$ cat config.mk
export PLATFORM = sky130hd
export DESIGN_NAME = jtldtest_patgen
export DESIGN_NICKNAME = d
export VERILOG_FILES = /design/src/rtl/jtldtest_patgen.sv
export SDC_FILE = /design/constraint.sdc
export NUM_CORES = 1
export LEC_CHECK = 0
export ABC_AREA = 1
export CAP_MARGIN = 20
export CORE_ASPECT_RATIO = 0.7
export CORE_MARGIN = 2
export CORE_UTILIZATION = 56
export DETAILED_ROUTE_END_ITERATION = 10
export PLACE_DENSITY = 0.79
export SYNTH_ARGS = -nofsm -noshare
export SYNTH_HDL_FRONTEND = slang
export SYNTH_SLANG_ARGS = --single-unit
$ cat constraint.sdc
create_clock -name clk -period 4.9 [get_ports clk]
set_input_delay 1.225 -clock clk [delete_from_list [all_inputs] [get_ports clk]]
set_output_delay 1.225 -clock clk [all_outputs]
set_load 0.005 [all_outputs]
$ cat src/rtl/jtldtest_patgen.sv
// Pattern generator for the SDRAM tester: a write pass of LFSR bytes, then a check pass replaying them.
// Define JTLDTEST_LOOP_EN to repeat write/check cycles with a new seed each time until reset.
module jtldtest_patgen #(
  parameter logic [25:0] END_ADDR = 26'h200_0000,
  parameter int unsigned WR_GAP   = 8,
  parameter logic [15:0] SEED     = 16'hACE1,
  parameter int unsigned PH_GAP   = 4
) (
  input  logic        rst,
  input  logic        clk,
  input  logic        start,
  input  logic        dwnld_busy,
  output logic        downloading,
  output logic [24:0] ioctl_addr,
  output logic [7:0]  ioctl_dout,
  output logic        ioctl_wr,
  output logic        phase,
  output logic        done,
  output logic [7:0]  loops
);

  localparam int unsigned PMAX = (WR_GAP > PH_GAP) ? WR_GAP : PH_GAP;
  localparam int unsigned CW   = (PMAX > 2) ? $clog2(PMAX) : 1;
  localparam logic [CW-1:0] WR_RELOAD = CW'(WR_GAP - 1);
  localparam logic [CW-1:0] PH_RELOAD = CW'(PH_GAP - 1);
  // END_ADDR may be 2^25, so the last address is computed in 26 bits first
  localparam logic [25:0] LAST_FULL = END_ADDR - 26'd1;
  localparam logic [24:0] LAST_ADDR = LAST_FULL[24:0];

  typedef enum logic [2:0] {
    S_IDLE, S_WR_RUN, S_WR_TAIL, S_GAP, S_CK_RUN, S_CK_TAIL, S_DONE
  } state_t;

  state_t        state_q;
  logic [CW-1:0] pace_q;
  logic [24:0]   addr_cnt_q;
  logic [15:0]   lfsr_q;
  logic [15:0]   lfsr_d;
  logic [15:0]   seed_cur_q;
  logic          downloading_q;
  logic [24:0]   ioctl_addr_q;
  logic [7:0]    ioctl_dout_q;
  logic          ioctl_wr_q;
  logic          phase_q;
  logic          done_q;
  logic [7:0]    loops_q;

  assign lfsr_d = {1'b0, lfsr_q[15:1]} ^ (lfsr_q[0] ? 16'hB400 : 16'h0000);

`ifdef JTLDTEST_LOOP_EN
  logic [15:0] seed_step;
  logic [15:0] seed_d;
  assign seed_step = {seed_cur_q[14:0], seed_cur_q[15] ^ seed_cur_q[13]};
  assign seed_d    = (seed_step == 16'h0000) ? SEED : seed_step;
`endif

  always_ff @(posedge clk or posedge rst) begin
    if (rst) begin
      state_q       <= S_IDLE;
      pace_q        <= '0;
      addr_cnt_q    <= '0;
      lfsr_q        <= SEED;
      seed_cur_q    <= SEED;
      downloading_q <= 1'b0;
      ioctl_addr_q  <= '0;
      ioctl_dout_q  <= '0;
      ioctl_wr_q    <= 1'b0;
      phase_q       <= 1'b0;
      done_q        <= 1'b0;
      loops_q       <= '0;
    end else begin
      ioctl_wr_q <= 1'b0;
      case (state_q)
        S_IDLE: begin
          if (start) begin
            state_q       <= S_WR_RUN;
            addr_cnt_q    <= '0;
            lfsr_q        <= seed_cur_q;
            pace_q        <= WR_RELOAD;
            downloading_q <= 1'b1;
            phase_q       <= 1'b0;
          end
        end
        S_WR_RUN, S_CK_RUN: begin
          if (pace_q != '0) begin
            pace_q <= pace_q - 1'b1;
          end else if (!dwnld_busy) begin
            // a stalled strobe waits here with the counter at 0, so nothing is skipped
            ioctl_wr_q   <= 1'b1;
            ioctl_addr_q <= addr_cnt_q;
            ioctl_dout_q <= lfsr_q[7:0];
            lfsr_q       <= lfsr_d;
            addr_cnt_q   <= addr_cnt_q + 25'd1;
            pace_q       <= WR_RELOAD;
            if (addr_cnt_q == LAST_ADDR)
              state_q <= (state_q == S_WR_RUN) ? S_WR_TAIL : S_CK_TAIL;
          end
        end
        S_WR_TAIL: begin
          if (pace_q != '0) begin
            pace_q <= pace_q - 1'b1;
          end else begin
            state_q       <= S_GAP;
            downloading_q <= 1'b0;
            phase_q       <= 1'b1;
            pace_q        <= PH_RELOAD;
          end
        end
        S_GAP: begin
          if (pace_q != '0) begin
            pace_q <= pace_q - 1'b1;
          end else begin
            // phase tells which pass follows the gap
            state_q       <= phase_q ? S_CK_RUN : S_WR_RUN;
            addr_cnt_q    <= '0;
            lfsr_q        <= seed_cur_q;
            pace_q        <= WR_RELOAD;
            downloading_q <= 1'b1;
          end
        end
        S_CK_TAIL: begin
          if (pace_q != '0) begin
            pace_q <= pace_q - 1'b1;
          end else begin
            loops_q       <= loops_q + 8'd1;
            downloading_q <= 1'b0;
            phase_q       <= 1'b0;
`ifdef JTLDTEST_LOOP_EN
            state_q       <= S_GAP;
            pace_q        <= PH_RELOAD;
            seed_cur_q    <= seed_d;
`else
            state_q       <= S_DONE;
            done_q        <= 1'b1;
`endif
          end
        end
        S_DONE: begin
          if (!start) begin
            state_q <= S_IDLE;
            done_q  <= 1'b0;
          end
        end
        default: state_q <= S_IDLE;
      endcase
    end
  end

  assign downloading = downloading_q;
  assign ioctl_addr  = ioctl_addr_q;
  assign ioctl_dout  = ioctl_dout_q;
  assign ioctl_wr    = ioctl_wr_q;
  assign phase       = phase_q;
  assign done        = done_q;
  assign loops       = loops_q;

endmodule

Yosys cells after proc, flatten, opt, wreduce, memory -nomap -nowiden:

Index checks and enable logic that the tools add are counted.

* logic and storage cells: 92
* input port bits: 4
* register bits: 92

* bitwise gates (word level): 3
* reductions and logical operators: 17
* equality and inequality tests: 18
* add/subtract/negate cells: 3
* muxes and demuxes: 40

Operators by type and width (number)
* 2-to-1 mux 25 bit: 4
* 2-to-1 mux 16 bit: 5
* case mux 25 bit (3 select lines): 1
* 2-to-1 mux 3 bit: 16
* case mux 16 bit (3 select lines): 1
* adder 25 x 1 -> 25 bit, second input constant: 1
* == test 25 bit, second input constant: 1
* inequality test 2 bit, second input constant: 10
* case mux 3 bit (6 select lines): 1
* bitwise XOR 15 x 16 -> 16 bit: 1
* case mux 3 bit (5 select lines): 1
* AND reduction 4 bit: 3
* nonzero test 3 bit: 4
* == test 3 bit, second input constant: 3
* adder 8 x 1 -> 8 bit, second input constant: 1
* 2-to-1 mux 1 bit: 8
* AND reduction 8 bit: 1
* == test 3 x 2 -> 1 bit, second input constant: 2
* case mux 1 bit (3 select lines): 2
* AND reduction 3 bit: 2
* AND reduction 5 bit: 1
* nonzero test 5 bit: 1
* OR reduction 2 bit: 2
* == test 3 x 1 -> 1 bit, second input constant: 1
* other kinds (7): 8

Longest topological paths before layout:

Gate-level depths: netlist of the first run.

* depth in word-level cells: 6
* depth in mapped cells: 11
* gate-level depth less buffers: 11

Worst setup path after synthesis of the first run:

OpenSTA, ideal clock, no wires.

* kind: input -> register
* from: in start
* to: reg addr_cnt_q[19]
* setup time: 118 ps
* path slack: 2853 ps
* data arrival time: 1929 ps
* required time: 4782 ps
* cell stages on the path: 8
* path buffers: 1
* cells stage by stage: inv_1 -> nand3_2 -> nand2_1 -> nor2_1 -> nand2_4 -> buf_6 -> nand2_1 -> nand2_1

* word-level cells in the longest chain between the ends: 2

Ends and longest elaborated chain
* start, declared: line 11 `input logic start,`
* inequality test 2 bit (no line)
* AND reduction 5 bit (no line)
* end signal, assigned: line 93 `addr_cnt_q <= addr_cnt_q + 25'd1;`
* end, declared: line 36 `logic [24:0] addr_cnt_q;`

Every way passes these cells.
A chain may end at the register's enable or synchronous reset.

Final worst setup path of the first run:

* from: in start
* to: reg lfsr_q[12]

* word-level cells in the longest chain between the ends: 2

Ends and longest elaborated chain
* inequality test 2 bit (no line)
* AND reduction 5 bit (no line)
* end signal, assigned: line 78 `lfsr_q <= seed_cur_q;`
* end signal, assigned: line 92 `lfsr_q <= lfsr_d;`
* end signal, assigned: line 116 `lfsr_q <= seed_cur_q;`
* end, declared: line 37 `logic [15:0] lfsr_q;`

Every way passes these cells.

==> metrics.md, run 1 <==
| Metric | Value |
|---|---|
| Outcome | `completed` |
| Die width | `111.0 um` |
| Worst Setup Start Kind | `primary input` |
| Net Sw Frac | `36.42%` |
| I/O pin count | `49` |
| Netlist cell types | `24` |
| RD Place Congestion | `0.9114` |
| Initial DRC count | `285` |
| Synth Area in Adders | `1.116%` |
| Worst hold path startpoint | `lfsr_q[6]` |
| Sequential share of power | `39.2%` |
| R2r setup slk | `2.45 ns` |
| Hold Vio Cnt, Final | `0` |
| RSZ-0062 raised after global routing | `false` |
| Worst IR Drop VDD | `0.3114 mV` |
| Drt drc | `0` |
| Clk_lat worst skew | `0.35 ns` |
| First-pass GRT wire length | `17,490 um` |
| Largest net degree at the start of global routing | `57` |
| Reg-to-Reg End | `lfsr_q[12]` |
| Ys Warns | `16` |
| Vias per cell | `5.366` |
| Grt total ovfl | `0` |
| Final setup viols | `0` |
| Total CTS buffers | `9` |
| Post-DP Area | `0.005030 sq mm` |
| Area share of xor/xnor cells in the synthesized design | `2.344%` |
| Clock-pin transition on the worst setup and hold timing paths | `0.07 ns` |
| Router iterations before antenna repair | `5` |
| Hold Path Depth | `2` |
| Worst hold slack | `0.4709 ns` |
| Initial antenna violation count | `0` |
| Final Critical Period | `3.039 ns` |
| Fmax | `329.1 MHz` |
| Final wirelength | `10,320 um` |
| Power Density | `469.0 mW/mm^2` |
| Setup Skew | `0.008700 ns` |
| Synth Cell Area | `0.004484 sq mm` |
| Endpoint class of the critical path | `flop` |
| Die ar. | `0.008751 sq mm` |
| Synth Instances | `569` |
| DR WL/cell | `14.30 um` |
| Critical path required time | `5.17 ns` |
| Final slew viol count | `0` |
| NumNets Final | `624` |
| Synth Area in Simple Gates | `29.66%` |
| Post-CTS Setup Inserts | `0` |
| Flop and latch count out of synthesis | `92` |
| Setup TNS | `0 ns` |
| Leak pwr | `2.422 nW` |
| Layout filler cell count | `654` |
| Final Cycle Share | `62.02%` |
| Vias in the first global route | `3,621` |
| DR vias | `3,874` |
| Post-route cell area | `0.005340 sq mm` |
| Clock power share | `29.4%` |
| CP arrival | `3.31 ns` |
| Sequential share of the synthesized area | `51.56%` |
| P_int | `0.001592 W` |
| FP Rows | `27` |
| CTS tree | `built` |
| Area delta synth->final | `19.08%` |
| Sw Pwr | `0.0009121 W` |
| Max cap viols | `0` |
| Worst-Margin Slew | `0.9378 ns` |
| Hpwl dp | `7098 um` |
| Worst Reg-to-Reg Cells | `9` |
| Worst min path class | `reg2reg` |
| Clock root buffer | `clkbuf_16` |
| Mapped Nets | `577` |
| Core Footprint | `0.007804 sq mm` |
| ANT cells | `0` |
| Crit-path max FO | `42` |
| Chip height | `78.87 um` |
| Multiplexer area fraction after synthesis | `0%` |
| Layout cell share with drive strength beyond 1 | `7.085%` |
| Synth Area in Compound Gates | `8.650%` |
| CTS-repair resized insts | `0` |
| GRT Overall Usage | `25.13%` |
| Worst R2R Start | `pace_q[0]` |
| Overall power | `0.002505 W` |
| Initial Util | `57.46%` |
| Detail Route Antenna Nets | `0` |
| Hold endpoint | `lfsr_q[5]` |
| Largest family of logic cells by synthesized area | `simple AND/OR/NAND/NOR gates` |
| Comb power frac | `31.5%` |
| # hold bufs at CTS | `0` |
| Mean Syn Cell Area | `7.881 sq um` |
| Number of H-tree levels | `3` |
| Setup CP Type | `in2reg` |
| PortBufs | `48` |
| Post-Route Utilization | `68.43%` |
| Clock sinks | `92` |
| Worst rel slew slack | `37.33%` |
| Bufs on Longest Clock Path | `2` |
[cells in the mapped netlist]
| cell type | count | area [sq um] |
|---|---|---|
| xnor2_1 | 5 | 43.79 |
| nand2_2 | 1 | 6.260 |
| dfrtp_1 | 84 | 2102 |
| nand3b_1 | 2 | 15.01 |
| a21oi_1 | 9 | 45.04 |
| buf_2 | 14 | 70.07 |
| inv_2 | 7 | 26.28 |
| nor2_4 | 3 | 33.78 |
| nand3_2 | 2 | 20.02 |
| nand2_4 | 1 | 11.26 |
| nand4_1 | 23 | 143.9 |
| nand3_1 | 27 | 135.1 |
| xor2_1 | 7 | 61.31 |
| o21ai_1 | 51 | 255.2 |
| o21bai_1 | 1 | 7.510 |
| o21ai_0 | 16 | 80.08 |
| nor3_1 | 1 | 5.000 |
| nand2_1 | 197 | 739.5 |
| dfstp_2 | 8 | 210.2 |
| ha_1 | 4 | 50.05 |
| nor2_2 | 4 | 25.02 |
| inv_1 | 48 | 180.2 |
| buf_6 | 2 | 22.52 |
| nor2_1 | 52 | 195.2 |
[layout by cell type, fill, tap and decap left out, drive strengths merged]
master | Yosys | layout
clkbuf | 0 | 12
nand2 | 199 | 199
dfrtp | 84 | 84
nor3 | 1 | 1
nand4 | 23 | 23
nand3b | 2 | 2
xor2 | 7 | 7
bufinv | 0 | 2
o21bai | 1 | 1
inv | 55 | 55
clkinv | 0 | 2
clkdlybuf4s50 | 0 | 48
o21ai | 67 | 67
xnor2 | 5 | 5
dfstp | 8 | 8
a21oi | 9 | 9
buf | 16 | 4
ha | 4 | 4
nor2 | 59 | 59
nand3 | 29 | 29
[worst max-delay path, stage by stage]
cell             delay, ns
clkdlybuf4s50_1       0.48
inv_1                 0.07
nand3_2               0.11
nand3_1               0.13
nor2_4                0.73
buf_4                 0.37
o21ai_1               0.10
o21ai_1               0.09
[final cells by class]
| type | count | area, sq um | share of cell area [%] |
|---|---|---|---|
| Sequential cell | 92 | 2312 | 43.30 |
| Multi-Input combinational cell | 406 | 1873 | 35.08 |
| Inverter | 55 | 207.7 | 3.889 |
| Clock inverter | 4 | 73.82 | 1.382 |
| Clock buffer | 12 | 236.5 | 4.428 |
| Timing Repair Buffer | 52 | 510.5 | 9.560 |
| Tap cell | 101 | 126.4 | 2.366 |
[kinds of logic after synthesis]
logic type | after synthesis
adder cells (fa/ha/maj) | 4
AO/OA/AOI/OAI | 77
AND/OR/NAND/NOR | 313
buffers and inverters | 71
flip-flops | 92
XOR/XNOR | 12
[state kept, by name, indices dropped and copies added (netlist names)]
register,cells
loops,8
done,1
pace_q,3
downloading,1
phase,1
lfsr_q,16
ioctl_addr,25
addr_cnt_q,25
ioctl_dout,8
ioctl_wr,1
state_q,3
[layer usage]
layer / wire (um) / part of all wire (%) / up-vias / track usage, %
met5: 0 / 0 / - / 0
met2: 4657 / 45 / 93 / 38.65
met1: 5025 / 49 / 1847 / 36.66
li1: - / - / 1918 / -
met3: 496 / 4.8 / 16 / 5.267
met4: 143 / 1.4 / 0 / 6.875
[power groups by stage]
stage | registers (W) | logic, W | clock network [W]
final | 0.000981 | 0.000788 | 0.000735
after global routing | 0.000995 | 0.000886 | 0.000773
after CTS | 0.000980 | 0.000785 | 0.000751
after detailed placement | 0.000991 | 0.000776 | 0
after global placement | 0.000988 | 0.000752 | 0
after floorplan | 0.000967 | 0.000610 | 0
[through the flow]
| step | instances | worst slack (ns) |
|---|---|---|
| after floorplan | 569 | 1.296 |
| after global placement | 706 | 1.626 |
| after detailed placement | 706 | 1.556 |
| after CTS | 722 | 1.913 |
| after global routing | 722 | 1.726 |
| final | 722 | 1.861 |
[worst max-delay path by stage]
stage	startpoint	to	slack (ns)
after detailed placement	start	lfsr_q[12]	1.56
final	start	lfsr_q[12]	1.86
after global routing	start	lfsr_q[13]	1.73
after floorplan	rst	addr_cnt_q[0]	1.30
after global placement	start	addr_cnt_q[2]	1.63
after CTS	start	lfsr_q[12]	1.91
(Power assumes the default switching activity.)
==> run 2, diff against run 1 <==
- clock period: 4.9 -> 3.1 ns (I/O delays scaled with it)
==> metrics.md, run 2 (synthesis gave the netlist of run 1 again) <==
| Metric | Value |
|---|---|
| Outcome | `completed` |
| Setup CP Type | `in2reg` |
| Final Critical Period | `2.282 ns` |
| Worst R2R Start | `pace_q[0]` |
| Final slew viol count | `0` |
| Final Cycle Share | `73.61%` |
| NumNets Final | `624` |
| Initial Util | `57.46%` |
| FP Rows | `27` |
| Leak pwr | `2.403 nW` |
| Worst-Margin Slew | `0.7462 ns` |
| Setup TNS | `0 ns` |
| Core Footprint | `0.007804 sq mm` |
| RSZ-0062 raised after global routing | `false` |
| Vias in the first global route | `3,732` |
| Worst IR Drop VDD | `0.5089 mV` |
| Chip height | `78.87 um` |
| Hold Vio Cnt, Final | `0` |
| Hpwl dp | `7266 um` |
| PortBufs | `48` |
| Die ar. | `0.008751 sq mm` |
| I/O pin count | `49` |
| DR WL/cell | `14.45 um` |
| Crit. Startpoint | `start` |
| Clock-pin transition on the worst setup and hold timing paths | `0.07 ns` |
| Worst Setup EP | `addr_cnt_q[4]` |
| Crit-path max FO | `24` |
| Area delta synth->final | `18.86%` |
| Layout filler cell count | `640` |
| Post-DP Area | `0.005045 sq mm` |
| Commonest non-fill, non-tap cells in the layout | `197 x nand2_1, 84 x dfrtp_1, 52 x nor2_1` |
| Final wirelength | `10,430 um` |
| Total CTS buffers | `9` |
| Worst min path class | `reg2reg` |
| Critical path required time | `3.38 ns` |
| Detail Route Antenna Nets | `0` |
| Vias per cell | `5.438` |
| Clock root buffer | `clkbuf_16` |
| Power Density | `724.5 mW/mm^2` |
| RD Place Congestion | `0.9507` |
| Final setup viols | `0` |
| First-pass GRT wire length | `17,510 um` |
| Worst Reg-to-Reg Cells | `10` |
| ANT cells | `0` |
| Layout cell share with drive strength beyond 1 | `7.568%` |
| Worst rel slew slack | `50.20%` |
| Initial antenna violation count | `0` |
| CTS-repair resized insts | `0` |
| Reg-to-Reg End | `ioctl_addr[17]` |
| # hold bufs at CTS | `0` |
| Setup Skew | `0.01054 ns` |
| Clock sinks | `92` |
| Worst Setup Start Kind | `primary input` |
| CTS tree | `built` |
| Number of H-tree levels | `3` |
| Bufs on Longest Clock Path | `2` |
| Initial DRC count | `265` |
| Largest net degree at the start of global routing | `93` |
| Grt total ovfl | `0` |
| Endpoint class of the critical path | `flop` |
| R2r setup slk | `0.92 ns` |
| Clk_lat worst skew | `0.36 ns` |
| Router iterations before antenna repair | `5` |
| CP arrival | `2.56 ns` |
| DR vias | `3,926` |
| Drt drc | `0` |
| Max cap viols | `0` |
| Most common cell after layout, fill and taps aside | `nand2_1` |
| Die width | `111.0 um` |
| Fmax | `438.2 MHz` |
| Post-route cell area | `0.005330 sq mm` |
| GRT Overall Usage | `25.37%` |
| Post-CTS Setup Inserts | `0` |
==> run 2: worst max-delay path, cell delays in order <==
cell and delay [ns]:
clkdlybuf4s50_1 0.47, inv_1 0.06, nand3_2 0.11, nand3_1 0.14, nor2_4 0.45, buf_4 0.32, nand4_1 0.11, o21ai_1 0.12
==> run 2: area by class of cell <==
class	count	area (sq um)	share of cell area (%)
Clock buffer	9	225.2	4.225
Inverter	55	210.2	3.944
Multi-Input combinational cell	406	1873	35.14
Timing Repair Buffer	52	523.0	9.812
Sequential cell	92	2312	43.38
Tap cell	101	126.4	2.371
Clock inverter	7	60.06	1.127
==> run 2: how the worst min path moves through the flow <==
stage / from / endpoint / depth (start not counted)
CTS: loops[7] / loops[7] / 1
finish: loops[7] / loops[7] / 1
floorplan: lfsr_q[8] / lfsr_q[8] / 2
global placement: done / done / 2
global route: loops[7] / loops[7] / 1
detailed placement: loops[7] / loops[7] / 1
==> run 2: metrics by stage <==
stage / hold slack (ns) / total power [W] / std cells / utilization [%] / worst slack [ns]
finish: 0.4759 / 0.003862 / 722 / 68.30 / 0.8181
global route: 0.5041 / 0.004103 / 722 / 68.30 / 0.6585
CTS: 0.4770 / 0.003878 / 722 / 68.30 / 0.8580
detailed placement: 0.4577 / 0.002817 / 706 / 64.65 / 0.4891
global placement: 0.4551 / 0.002763 / 706 / 64.65 / 0.5632
floorplan: 0.4422 / 0.002492 / 569 / - / 1.254
==> run 2: power breakdown <==
group | total (W) | switching [W] | internal (W)
Clock | 0.00105 | 0.000495 | 0.000556
Sequential | 0.00155 | 0.000142 | 0.00141
Combinational | 0.00126 | 0.000847 | 0.000413
==> run 2: metal layers <==
metal,part of all wire [%],global-route usage [%],vias up
met2,46,40.25,121
met5,0,0,-
met4,1.5,8.875,0
met3,6.6,5.802,15
met1,46,34.93,1872
li1,-,-,1918
==> run 3, diff against run 2 <==
- clock period: 3.1 -> 2.25 ns (I/O delays scaled with it)
==> metrics.md, run 3 (synthesis gave the netlist of run 1 again) <==
| Metric | Value |
|---|---|
| Core Footprint | `0.007804 sq mm` |
| Hpwl dp | `7419 um` |
| Clock-pin transition on the worst setup and hold timing paths | `0.06 ns` |
| Final Cycle Share | `81.75%` |
| Outcome | `completed` |
| Max stage delay on crit path | `0.53 ns` |
| Total CTS buffers | `9` |
| Crit-path leading delay family | `buffers and inverters` |
| Drt drc | `0` |
| RD Place Congestion | `0.9917` |
| Number of H-tree levels | `3` |
| GRT Overall Usage | `25.12%` |
| Initial Util | `57.46%` |
| Worst rel slew slack | `70.24%` |
| Final setup margin | `0.4107 ns` |
| I/O pin count | `49` |
| Worst Setup Start Kind | `flop` |
| Setup Skew | `0.008148 ns` |
| First-pass GRT wire length | `17,660 um` |
| Die ar. | `0.008751 sq mm` |
| CTS tree | `built` |
| ANT cells | `0` |
| Final Critical Period | `1.839 ns` |
| Final slew viol count | `0` |
| RSZ-0062 raised after global routing | `false` |
| Most common cell after layout, fill and taps aside | `nand2_1` |
| CP arrival | `1.28 ns` |
| Clk_lat worst skew | `0.34 ns` |
| Post-CTS Setup Inserts | `0` |
| DR WL/cell | `13.85 um` |
| Endpoint class of the critical path | `output port` |
| Setup CP Type | `reg2out` |
| CTS-repair resized insts | `0` |
| DR vias | `3,876` |
| NumNets Final | `633` |
| Layout cell share with drive strength beyond 1 | `8.730%` |
| FP Rows | `27` |
| Crit-path cells | `clkdlybuf4s50_1` |
| Post-Route Utilization | `69.62%` |
| Clock root buffer | `clkbuf_16` |
| PortBufs | `48` |
| Router iterations before antenna repair | `6` |
| Worst min path class | `reg2reg` |
| Vias per cell | `5.302` |
| Critical path required time | `1.69 ns` |
| Leak pwr | `2.475 nW` |
| Clock sinks | `92` |
| CP bufs+invs | `1` |
| Initial DRC count | `250` |
| Initial antenna violation count | `0` |
| Worst IR Drop VDD | `0.7594 mV` |
| Critical Path Slowest Stage Cell | `clkdlybuf4s50_1` |
| Power Density | `982.7 mW/mm^2` |
| Worst hold slack | `0.4682 ns` |
| Setup TNS | `0 ns` |
| Area delta synth->final | `21.15%` |
| Final setup viols | `0` |
| Final wirelength | `10,130 um` |
| Overall power | `0.005339 W` |
| Grt total ovfl | `0` |
| Crit-path max FO | `4` |
| Worst-Margin Slew | `0.4454 ns` |
| Placement Setup Slack | `0.1808 ns` |
| Max cap viols | `0` |
| Fmax | `543.7 MHz` |
| Commonest non-fill, non-tap cells in the layout | `197 x nand2_1, 84 x dfrtp_1, 52 x nor2_1` |
| # hold bufs at CTS | `0` |
| Hold Vio Cnt, Final | `0` |
| Vias in the first global route | `3,758` |
| Die width | `111.0 um` |
| Largest net degree at the start of global routing | `41` |
| Detail Route Antenna Nets | `0` |
| Bufs on Longest Clock Path | `2` |
| Chip height | `78.87 um` |
-- run 3: cell count changes in the layout (fill, tap and decap cells not counted), moves of 2 or more --
| cell | change |
|---|---|
| clkinvlp_4 | -2 |
| buf_12 | +4 |
| inv_6 | -2 |
| buf_4 | +5 |
| clkinv_2 | +4 |
-- run 3: routing by layer --
metal,GRT usage [%],wire length [um],share of wire (%)
met1,35.94,4854,48
met3,6.412,698,6.9
met2,39.02,4497,44
met5,0,0,0
met4,6.000,77,0.76
-- run 3: stage by stage --
step	instances	instance area [sq um]
6_report	731	5433
5_1_grt	731	5433
3_3_place_gp	715	5162
2_1_floorplan	569	4488
3_5_place_dp	715	5162
4_1_cts	731	5433
-- run 3: power breakdown --
group          total [W]  switching, W  leakage (nW)  internal [W]
Clock            0.00137      0.000601         0.135      0.000771
Combinational    0.00185       0.00119          1.11      0.000658
Sequential       0.00212      0.000177          1.23       0.00194
-- run 3: area by class of cell --
cell class                      count  area (sq um)
Clock buffer                       11         242.7
Clock inverter                      5         27.53
Fill cell                         617          2371
Inverter                           55         210.2
Multi-Input combinational cell    406          1873
Sequential cell                    92          2312
Tap cell                          101         126.4
Timing Repair Buffer               61         640.6
-- run 3: worst paths after layout --
| kind | cells past startpoint | endpoint | slack, ns | start |
|---|---|---|---|---|
| hold / removal | 2 | done | 0.47 | done |
| hold reg to reg | 2 | done | 0.47 | done |
| min in group asynchronous | 2 | ioctl_addr[18] | 0.59 | rst |
| setup / recovery | 1 | loops[3] | 0.41 | loops[3] |
| setup reg to reg | 9 | lfsr_q[12] | 0.42 | pace_q[0] |
| max in group asynchronous | 3 | lfsr_q[0] | 1.07 | rst |
